**config.mk**
```make
export PLATFORM = sky130hd
export DESIGN_NAME = serial_subtractor
export DESIGN_NICKNAME = d
export VERILOG_FILES = /design/src/rtl/serial_subtractor_pkg.sv /design/src/rtl/serial_subtractor_full_subtractor.sv /design/src/rtl/serial_subtractor.sv
export SDC_FILE = /design/constraint.sdc
export NUM_CORES = 1
export LEC_CHECK = 0
export ABC_AREA = 1
export CAP_MARGIN = 30
export CORE_MARGIN = 5
export CORE_UTILIZATION = 51
export DETAILED_ROUTE_END_ITERATION = 6
export PLACE_DENSITY_LB_ADDON = 0.12
export SLEW_MARGIN = 20
export SYNTH_ARGS = -nofsm -noshare
export SYNTH_HDL_FRONTEND = slang
export SYNTH_HIERARCHICAL = 1
export SYNTH_SLANG_ARGS = --single-unit
```
**constraint.sdc**
```tcl
create_clock -name clk -period 1.37 [get_ports clk]
set_input_delay 0.2055 -clock clk [delete_from_list [all_inputs] [get_ports clk]]
set_output_delay 0.2055 -clock clk [all_outputs]
set_load 0.02 [all_outputs]
```
**src/rtl/serial_subtractor_pkg.sv**
```systemverilog
// Shared definitions for the bit-serial subtractor: FSM states, default width
// and the bit-counter width derivation.
package serial_subtractor_pkg;

    typedef enum logic [1:0] {
        IDLE  = 2'd0,
        SHIFT = 2'd1,
        FIN   = 2'd2
    } state_t;

    localparam int DEFAULT_WIDTH = 8;

    // The counter must be able to hold WIDTH itself, not just WIDTH-1.
    function automatic int cntWidth(input int w);
        return $clog2(w + 1);
    endfunction

endpackage

```
**src/rtl/serial_subtractor_full_subtractor.sv**
```systemverilog
// One-bit full subtractor (x - y - bin) built from a 3-to-8 minterm decoder.
module full_subtractor (
    input  logic x,
    input  logic y,
    input  logic bin,
    output logic diff,
    output logic bout
);
    logic [7:0] minterm;

    always_comb begin
        minterm    = '0;
        minterm[0] = ~x & ~y & ~bin;
        minterm[1] = ~x & ~y &  bin;
        minterm[2] = ~x &  y & ~bin;
        minterm[3] = ~x &  y &  bin;
        minterm[4] =  x & ~y & ~bin;
        minterm[5] =  x & ~y &  bin;
        minterm[6] =  x &  y & ~bin;
        minterm[7] =  x &  y &  bin;
    end

    // diff = m1|m2|m4|m7, bout = m1|m2|m3|m7, selected by constant masks.
    assign diff = |(minterm & 8'b1001_0110);
    assign bout = |(minterm & 8'b1000_1110);

endmodule

```
**src/rtl/serial_subtractor.sv**
```systemverilog
// Bit-serial subtractor: computes {bout, d} = a - b - bin one bit per cycle, LSB first.
// Define SERIAL_SUBTRACTOR_OVF_EN to add the signed-overflow output ovf.
module serial_subtractor
    import serial_subtractor_pkg::*;
#(
    parameter int WIDTH = DEFAULT_WIDTH
) (
    input  logic             clk,
    input  logic             rst,
    input  logic             start,
    input  logic [0:WIDTH-1] a,
    input  logic [0:WIDTH-1] b,
    input  logic             bin,
    output logic             busy,
    output logic             done,
    output logic [0:WIDTH-1] d,
    output logic             bout
`ifdef SERIAL_SUBTRACTOR_OVF_EN
    ,
    output logic             ovf
`endif
);
    localparam int CNT_W = cntWidth(WIDTH);
    localparam logic [CNT_W-1:0] LAST_BIT = CNT_W'(WIDTH - 1);

    state_t           state_q;
    logic [CNT_W-1:0] cnt_q;
    logic [0:WIDTH-1] aShift_q;
    logic [0:WIDTH-1] bShift_q;
    logic [0:WIDTH-1] result_q;
    logic             borrow_q;
    logic             busy_q;
    logic             done_q;
    logic [0:WIDTH-1] d_q;
    logic             bout_q;
    logic             cellDiff;
    logic             cellBorrow;
`ifdef SERIAL_SUBTRACTOR_OVF_EN
    logic             aSign_q;
    logic             bSign_q;
    logic             ovf_q;
`endif

    full_subtractor u_cell (
        .x    (aShift_q[0]),
        .y    (bShift_q[0]),
        .bin  (borrow_q),
        .diff (cellDiff),
        .bout (cellBorrow)
    );

    // Index 0 is the LSB, so operands drain toward index 0 while the result fills from the MSB end.
    always_ff @(posedge clk) begin
        if (rst) begin
            state_q  <= IDLE;
            cnt_q    <= '0;
            aShift_q <= '0;
            bShift_q <= '0;
            result_q <= '0;
            borrow_q <= 1'b0;
            busy_q   <= 1'b0;
            done_q   <= 1'b0;
            d_q      <= '0;
            bout_q   <= 1'b0;
`ifdef SERIAL_SUBTRACTOR_OVF_EN
            aSign_q  <= 1'b0;
            bSign_q  <= 1'b0;
            ovf_q    <= 1'b0;
`endif
        end else begin
            done_q <= 1'b0;
            unique case (state_q)
                IDLE: begin
                    if (start) begin
                        aShift_q <= a;
                        bShift_q <= b;
                        borrow_q <= bin;
                        cnt_q    <= '0;
                        busy_q   <= 1'b1;
                        state_q  <= SHIFT;
`ifdef SERIAL_SUBTRACTOR_OVF_EN
                        aSign_q  <= a[WIDTH-1];
                        bSign_q  <= b[WIDTH-1];
`endif
                    end
                end
                SHIFT: begin
                    aShift_q <= {aShift_q[1:WIDTH-1], 1'b0};
                    bShift_q <= {bShift_q[1:WIDTH-1], 1'b0};
                    result_q <= {result_q[1:WIDTH-1], cellDiff};
                    borrow_q <= cellBorrow;
                    cnt_q    <= cnt_q + CNT_W'(1);
                    if (cnt_q == LAST_BIT) begin
                        state_q <= FIN;
                    end
                end
                FIN: begin
                    d_q     <= result_q;
                    bout_q  <= borrow_q;
                    done_q  <= 1'b1;
                    busy_q  <= 1'b0;
                    state_q <= IDLE;
`ifdef SERIAL_SUBTRACTOR_OVF_EN
                    ovf_q   <= (aSign_q ^ bSign_q) & (result_q[WIDTH-1] ^ aSign_q);
`endif
                end
                default: begin
                    busy_q  <= 1'b0;
                    state_q <= IDLE;
                end
            endcase
        end
    end

    assign busy = busy_q;
    assign done = done_q;
    assign d    = d_q;
    assign bout = bout_q;
`ifdef SERIAL_SUBTRACTOR_OVF_EN
    assign ovf  = ovf_q;
`endif

endmodule

```
# [Word level (Yosys, flattened, before mapping)]
# Cells that the tools add are included.
[classes] n_addsub=1 eq_ne=5 n_mux=14 n_bitwise=13 reduce_logical=7
[op_table] op="$pmux W8 S2" count=2
[op_table] op="$mux W8" count=2
[op_table] op="$and A1 B1 Y1" count=9
[op_table] op="$pmux W4 S2" count=1
[op_table] op="$reduce_or A4 Y1" count=2
[op_table] op="$reduce_and A2 Y1" count=3
[op_table] op="$add A4 B1 Y4 const B" count=1
[op_table] op="$eq A4 B3 Y1 const B" count=1
[op_table] op="$mux W2" count=2
[op_table] op="$mux W4" count=1
[op_table] op="$ne A2 B2 Y1 const B" count=2
[op_table] op="$not A1 Y1" count=4
[op_table] op="$pmux W1 S2" count=2
[op_table] op="$pmux W2 S2" count=1
[op_table] op="$mux W1" count=3
[op_table] op="$eq A2 B1 Y1 const B" count=1
[op_table] op="$eq A2 B2 Y1 const B" count=1
[op_table] op="$logic_not A2 Y1" count=1
[op_table] op="$reduce_bool A2 Y1" count=1
[totals] regBits=42 output_inout_bits=11

# [Depth between registers and ports, before layout]
# Gate-level depths: netlist of the first run.
[depth] word_depth=5 depth_mapped=7 depth_no_buf=7

# [Modules after synthesis]
# Netlist of the first run, hierarchy kept.
[by_module_without_submodules] mod="serial_subtractor" instances=1 cells_each=194 area_each_um2=1611.5
[by_module_without_submodules] mod="full_subtractor" instances=1 cells_each=15 area_each_um2=62.6

# [Worst setup path before layout of the first run]
# OpenSTA, ideal clock, no wires.
[synth_path] path_kind="register to register" startpoint="register state_q[1]" endpoint="register bout_q, in the netlist bout" t_arrival_ps=1017 setup_slack_ps=238 stages_incl_launch_ff=6 cell_sequence="dfxtp_1 inv_1 nor2_4 clkinv_1 nor2_1 nor2_1"
[synth_between] elab_chain_len=1
[synth_lines] element="from (decl)" line_no="serial_subtractor.sv:26" text="state_t state_q;"
[synth_lines] element="from (signal assigned)" line_no="serial_subtractor.sv:55" text="state_q <= IDLE;"
[synth_lines] element="from (signal assigned)" line_no="serial_subtractor.sv:80" text="state_q <= SHIFT;"
[synth_lines] element="from (signal assigned)" line_no="serial_subtractor.sv:94" text="state_q <= FIN;"
[synth_lines] element="$eq A2 B2 Y1" line_no="serial_subtractor.sv:72" text="unique case (state_q)"
[synth_lines] element="to (signal assigned)" line_no="serial_subtractor.sv:99" text="bout_q <= borrow_q;"
[synth_lines] element="to (decl)" line_no="serial_subtractor.sv:35" text="logic bout_q;"
# No other way between the ends.
# A chain may end at the register's enable or synchronous reset.

# [Worst setup path after layout of the first run]
[layout_path] startpoint="register d_q (netlist bit d[4])" endpoint="output d[4] (netlist name)"
[layout_rtl] element="from (decl)" line_no="serial_subtractor.sv:34" text="logic [0:WIDTH-1] d_q;"
[layout_rtl] element="from (signal assigned)" line_no="serial_subtractor.sv:98" text="d_q <= result_q;"
[layout_rtl] element="to (decl)" line_no="serial_subtractor.sv:16" text="output logic [0:WIDTH-1] d,"
# No word-level cell between the ends.

==> results.rst, run 1 <==
.. list-table::
   :header-rows: 1

   * - Metric
     - Value
   * - First-pass GRT wire length
     - around 6200 µm
   * - Top fanout value on the critical path
     - 2
   * - Clock transition at path regs
     - between 100 and 150 ps
   * - Worst clock skew
     - 7.41 ps
   * - Slowest cell on the critical path
     - sky130_fd_sc_hd__dfxtp_1
   * - PwrDens
     - ~1200 nW/µm²
   * - Startpoint types
     - register
   * - Relative contribution of sequential cells to total power
     - between 50% and 60%
   * - CTS tree
     - yes
   * - Via count of the first global-routing pass
     - approximately 1400
   * - Final TNS setup
     - 0 ps
   * - FILL cells
     - between 200 and 300
   * - Register bit total from synthesis
     - between 40 and 50
   * - Cts-stage hold buffer count
     - 0
   * - Final Hold Violating Endpoints
     - 0
   * - Commonest cells after routing, fill and taps aside
     - sky130_fd_sc_hd__dfxtp_1, sky130_fd_sc_hd__nor2_1, sky130_fd_sc_hd__o21ai_0
   * - Residual antenna-violating net count after detailed routing
     - 0
   * - Starting density of the core
     - between 50% and 60%
   * - Number of rows in the core area
     - 20
   * - Clock tree sinks
     - 42
   * - Setup repair after global routing missed its margin
     - no
   * - Final critical-path required period
     - roughly 1300 ps
   * - Average wire per cell in the routed design
     - ~12 µm
   * - Post-layout instance area
     - about 2100 µm²
   * - Delay of the slowest cell on the worst path
     - 350 ps
   * - Placeable core region
     - 3100 µm²
   * - Most common cell after layout, fill and taps aside
     - sky130_fd_sc_hd__dfxtp_1
   * - Switching share of total power
     - between 20% and 30%
   * - Number of antenna violations at the first check in global routing
     - 0
   * - Ratio of cells with drive above 1 in the final layout
     - 12.2%
   * - IO Count
     - 31
   * - Result of the run
     - completed
   * - Hold WS
     - about 400 ps
   * - Placed Instance Area
     - between 2000 and 2500 µm²
   * - Final setup violation count
     - 0
   * - Number of nets in the layout
     - about 270
   * - Clock share of power
     - around 29%
   * - Port Buffer Count
     - 30
   * - Kind of cell adding the most delay to the critical path
     - flip-flops
   * - Peak Freq
     - ~0.79 GHz
   * - Clock H-tree levels
     - 2
   * - Synth-to-Final Area Change
     - 28.3%
   * - Arrival time at the worst endpoint
     - 1060 ps
   * - Width of the die
     - around 67 µm
   * - Remaining Overflow, GRT
     - 0
   * - Pleak
     - a little over 0.0009 µW
   * - Vias after detailed routing
     - between 1500 and 2000
   * - Drt first-iter violations
     - 102
   * - Vertical die dimension
     - 67.3 µm
   * - Syn. warnings
     - 6
   * - Maximum number of pins on one net before global-route repair
     - 35
   * - Overall die area
     - between 4000 and 5000 µm²
   * - Detailed-placement wirelength estimate
     - ~2400 µm
   * - Fraction of the yosys area taken by sequential cells
     - between 50% and 60%
   * - Data required time at the worst endpoint
     - roughly 1200 ps
   * - Slew of the pin with the lowest slew margin
     - ~240 ps
   * - Non-filler instance count after layout
     - between 200 and 300
   * - IR Drop Worst-Case VDD
     - 0.000910 V
   * - Maxcap violations
     - 0
   * - Internal Pwr Total
     - between 1500 and 2000 µW
   * - Final number of max-transition violations
     - 0
   * - Area of the mapped netlist
     - roughly 1700 µm²
   * - DR DRC count
     - 0
   * - Switching power of the nets
     - ~730 µW
   * - Critical Path, Cell by Cell
     - dlygate4sd2_1
   * - Clk buf depth
     - 2
   * - Average cell area after synthesis
     - between 8 and 9 µm²
   * - Number of antenna repair diodes
     - 0
   * - Via/cell ratio
     - between 5 and 6
   * - Cts bufs inserted
     - 5
   * - Ratio of final minimum period to clock period
     - around 90%
   * - Final RePlAce weighted congestion
     - about 0.8
   * - Router iterations before antenna repair
     - 5
   * - Kind of end point of the critical path
     - output pin
   * - Portion of total power attributed to combinational logic
     - a little under a fifth
   * - Number of nets produced by synthesis
     - 230
   * - Worst Setup Path Type
     - reg -> out
   * - Final WL
     - 3580 µm
   * - Worst Path Buf+Inv
     - 1
   * - Number of instances in the placed design
     - 282
   * - Clk Latency, worst-skew pair
     - between 300 and 400 ps
   * - Gr usage total
     - 18.1%
   * - Max-slew headroom
     - a little over four fifths
   * - Class of the worst hold path
     - in -> reg
   * - Number of library cell types mapped by synthesis
     - 22
   * - Gate count of the mapped netlist
     - approximately 210
   * - Root buffer cell
     - sky130_fd_sc_hd__clkbuf_4
layout make-up:
type / instances / area, µm² / area share [%]
Multi-Input combinational cell: 144 / 713 / 33.2
Clock buffer: 5 / 37.5 / 1.75
Clock inverter: 3 / 40.0 / 1.86
Sequential cell: 42 / 842 / 39.2
Tap cell: 44 / 55.1 / 2.56
Timing Repair Buffer: 40 / 412 / 19.2
Inverter: 12 / 48.8 / 2.27
per-layer routing:
metal	part of all wire [%]	global-route usage, %
met1	44	21.2
met2	49	29.7
met3	4.7	5.66
met4	2.6	9.11
met5	0	0
flip-flops by register name, indices dropped and copies added (netlist names):
name      flops
aShift_q      8
borrow_q      1
busy          1
bout          1
result_q      8
done          1
state_q       2
bShift_q      8
cnt_q         4
d             8
stage by stage:
step	util, %	worst slack, ps	power (µW)
2_1_floorplan	-	238	1730
6_report	69.2	108	2670
4_1_cts	69.1	83.6	2690
3_5_place_dp	67.0	26.5	1920
5_1_grt	69.2	20.3	2810
3_3_place_gp	67.0	69.9	1900
path summary, 6_finish.rpt:
check	from	endpoint	slack, ps	cells past startpoint
worst min register to register	busy$_SDFFE_PP0P_	busy$_SDFFE_PP0P_	470	2
worst max-delay path	d[4]$_SDFFE_PP0P_	d[4]	110	1
worst max register to register	state_q[0]$_SDFFE_PP0P_	borrow_q$_SDFFE_PP0P_	140	5
worst min-delay path	b[7]	bShift_q[7]$_SDFFE_PP0P_	400	3
kinds of logic after synthesis:
logic type               count (synthesis)  synth area share, %
AO/OA/AOI/OAI                           76                 24.5
AND/OR/NAND/NOR                         67                 17.3
flip-flops                              42                 50.2
buffers and inverters                   23                 7.17
adder cells (fa/ha/maj)                  1                0.747
repair_timing:
item / 4_1_cts / 5_1_grt
setup buffers: 0 / 0
resized for setup: 11 / 3
endpoints found under the setup margin: 11 / 17
power by group through the flow:
stage                     Sequential [µW]  Clock, µW  Combinational [µW]
after floorplan                      1430          0                 298
after global placement               1420          0                 482
after detailed placement             1430          0                 499
after CTS                            1400        798                 491
after global routing                 1420        848                 546
final                                1400        781                 490
synth_stat cells, drive strengths merged:
master / number / area [µm²]
nand4: 1 / 6.26
nor2: 40 / 168
o22ai: 15 / 93.8
o21ai: 35 / 175
clkinv: 1 / 3.75
nand2: 21 / 91.3
ha: 1 / 12.5
inv: 11 / 41.3
nand3: 5 / 25.0
dfxtp: 42 / 841
buf: 7 / 60.1
clkbuf: 4 / 15.0
o211ai: 1 / 12.5
a21oi: 25 / 129
No activity file was read; power rests on OpenSTA's default activity.
==> inputs of run 2 (changes only) <==
Settings changed: ABC_CLOCK_PERIOD_IN_PS set to 1370.
==> results of run 2 <==
The final DEF is identical to that of run 1; final timing and power are the same.
==> RTL change, RTL diff (settings of run 2) <==
The 3 states of `state_t` get a one-hot encoding in 3 bits.
--- a/src/rtl/serial_subtractor_pkg.sv
+++ b/src/rtl/serial_subtractor_pkg.sv
@@ -3,8 +3,8 @@
 package serial_subtractor_pkg;
 
-    typedef enum logic [1:0] {
-        IDLE  = 2'd0,
-        SHIFT = 2'd1,
-        FIN   = 2'd2
+    typedef enum logic [2:0] {
+        IDLE  = 3'b001,
+        SHIFT = 3'b010,
+        FIN   = 3'b100
     } state_t;
 
Function: same outputs for any inputs over 10 cycles, from zero or initial values and one cycle with rst high; not proved beyond that.
==> RTL change against run 2 <==
  * Sequential share of layout area down 4.1 points
  * Core utilization shrank 3.3 points
  * Setup slack got worse by 11 ps
  * Largest power group unchanged
  * Largest cell class is now multi-input combinational cells
  * Critical path type is now flop to flop
  * Total power shrank 1.4%
  * Wire length grew 23%
  * Sequential cell count grew 1
  * Synthesized area increased by 19%
  * Cell area increased by 14%
  * Critical endpoint is now aShift_q[1]
==> RTL change: results (changes against run 2) <==
status:
  status: "finished, final reports clean"
logic_synthesis:
  postSynthAreaPerCell_um2: 6.65  # -17%
  synth_mux_area_share_pct: 0  # unchanged
  synth-compound-area-share_pct: 7.56  # -17 points
  ys_types: 18  # -18%
  mappedNetlistNets: 320  # +39%
  yosys-top-cells-area: "dfxtp_1 43%, nor2_1 13%, nand2_1 12%"
  ys_async_sr_fraction_pct: 0  # unchanged
  synth-xor-area-share_pct: 0  # unchanged
  seq_area_frac_synth_pct: 43.3  # -6.9 points
  synth-adder-area-share_pct: 0.630  # -0.12 points
  yosysWarnings: 6  # unchanged
  synth_commonest_cells: "70 x nor2_1, 63 x nand2_1, 43 x dfxtp_1"
clock_network:
  clockBufferDepth: 2  # unchanged
  clk_pin_slew_worst_paths_ps: 80  # -40 ps
  postCtsSetupBuffers: 0  # unchanged
  cts-root-buf: "clkbuf_8"
  htree_levels: 2  # unchanged
  insertion_delay_ps: 300  # -60 ps
  cts_buffers: 5  # unchanged
grt:
  antenna_found_initial: 0  # unchanged
  grt_pass1_vias: 1734  # +21%
  grt_pass1_wl_mm: 7.51  # +21%
  met1_usage_pct: 22.6  # +1.4 points
  grtUsageMet3_pct: 5.54  # -0.12 points
  grt_max_degree: 40  # +14%
  met2_usage_pct: 29.6  # -0.067 points
  grtUsageTotal_pct: 18.1  # +0.022 points
critical_path:
  cp_max_fo: 16  # +14
  path_delay_family: "simple AND/OR/NAND/NOR gates"
  cpPeakStageDelay_ps: 490  # +140 ps
  slowest_stage: "dfxtp_1"
  cp.arrival_ps: 1500  # +440 ps
routing:
  drtIter0Drc: 112  # +9.8%
  highest_layer: "met4"
  num_vias: 1870  # +20%
  wl_met3_um: 212  # +25%
  drtPass1Iterations: 4  # -1
  drt_wl_total_mm: 4.39  # +23%
  wl_met2_mm: 2.03  # +17%
  routed_via_density: 4.92  # -8.3%
  wl_met1_mm: 2.08  # +32%
layout:
  fill_cells: 367  # +34%
  seqCellArea_um2: 861  # +2.2%
  drive_gt1_share_pct: 7.83  # -4.4 points
  diodes: 0  # unchanged
  final_nets: 352  # +32%
place:
  placed_cell_area_um2: 2360  # +13%
  place_inst: 372  # +32%
  post-dp-hpwl_mm: 2.89  # +19%
  dp_slack_ps: -19.6  # -46.1 ps
  routabilityCongestion: 0.796  # -0.87%
pwr:
  ir_drop_mv: 0.786  # -14%
  cellLeakagePower_nw: 1.22  # +32%
worst_hold_path:
  min_path_type: "input port to flop"
timing:
  tightest_slew_ps: 290  # +47.4 ps
  skew_ps: 5.65  # -1.76 ps
RTL change: power breakdown:
part / switching [mW] / internal (mW) / leakage, nW
logic: 0.228 / 0.179 / 0.826
registers: 0.0506 / 1.32 / 0.351
clock network: 0.446 / 0.411 / 0.0474
total: 0.724 / 1.91 / 1.22
RTL change: final timing paths:
path	start	end	slack [ps]	cells past startpoint
worst max-delay path	state_q[1]	aShift_q[1]	100	6
worst min register to register	busy	busy	470	2
worst min-delay path	a[7]	aShift_q[7]	460	3
worst max register to register	state_q[1]	aShift_q[1]	100	6
RTL change: layout make-up:
class	instances	area share, %
Multi-Input combinational cell	212	38.0
Sequential cell	43	35.1
Timing Repair Buffer	41	16.1
Inverter	28	4.29
Clock buffer	6	3.37
Tap cell	48	2.45
Clock inverter	2	0.664
RTL change: what timing repair did:
action | 4_1_cts | 5_1_grt
endpoints found under the setup margin | 11 | 18
resized for setup | 11 | 3
endpoints found under the hold margin | 0 | 0
hold buffers | 0 | 0
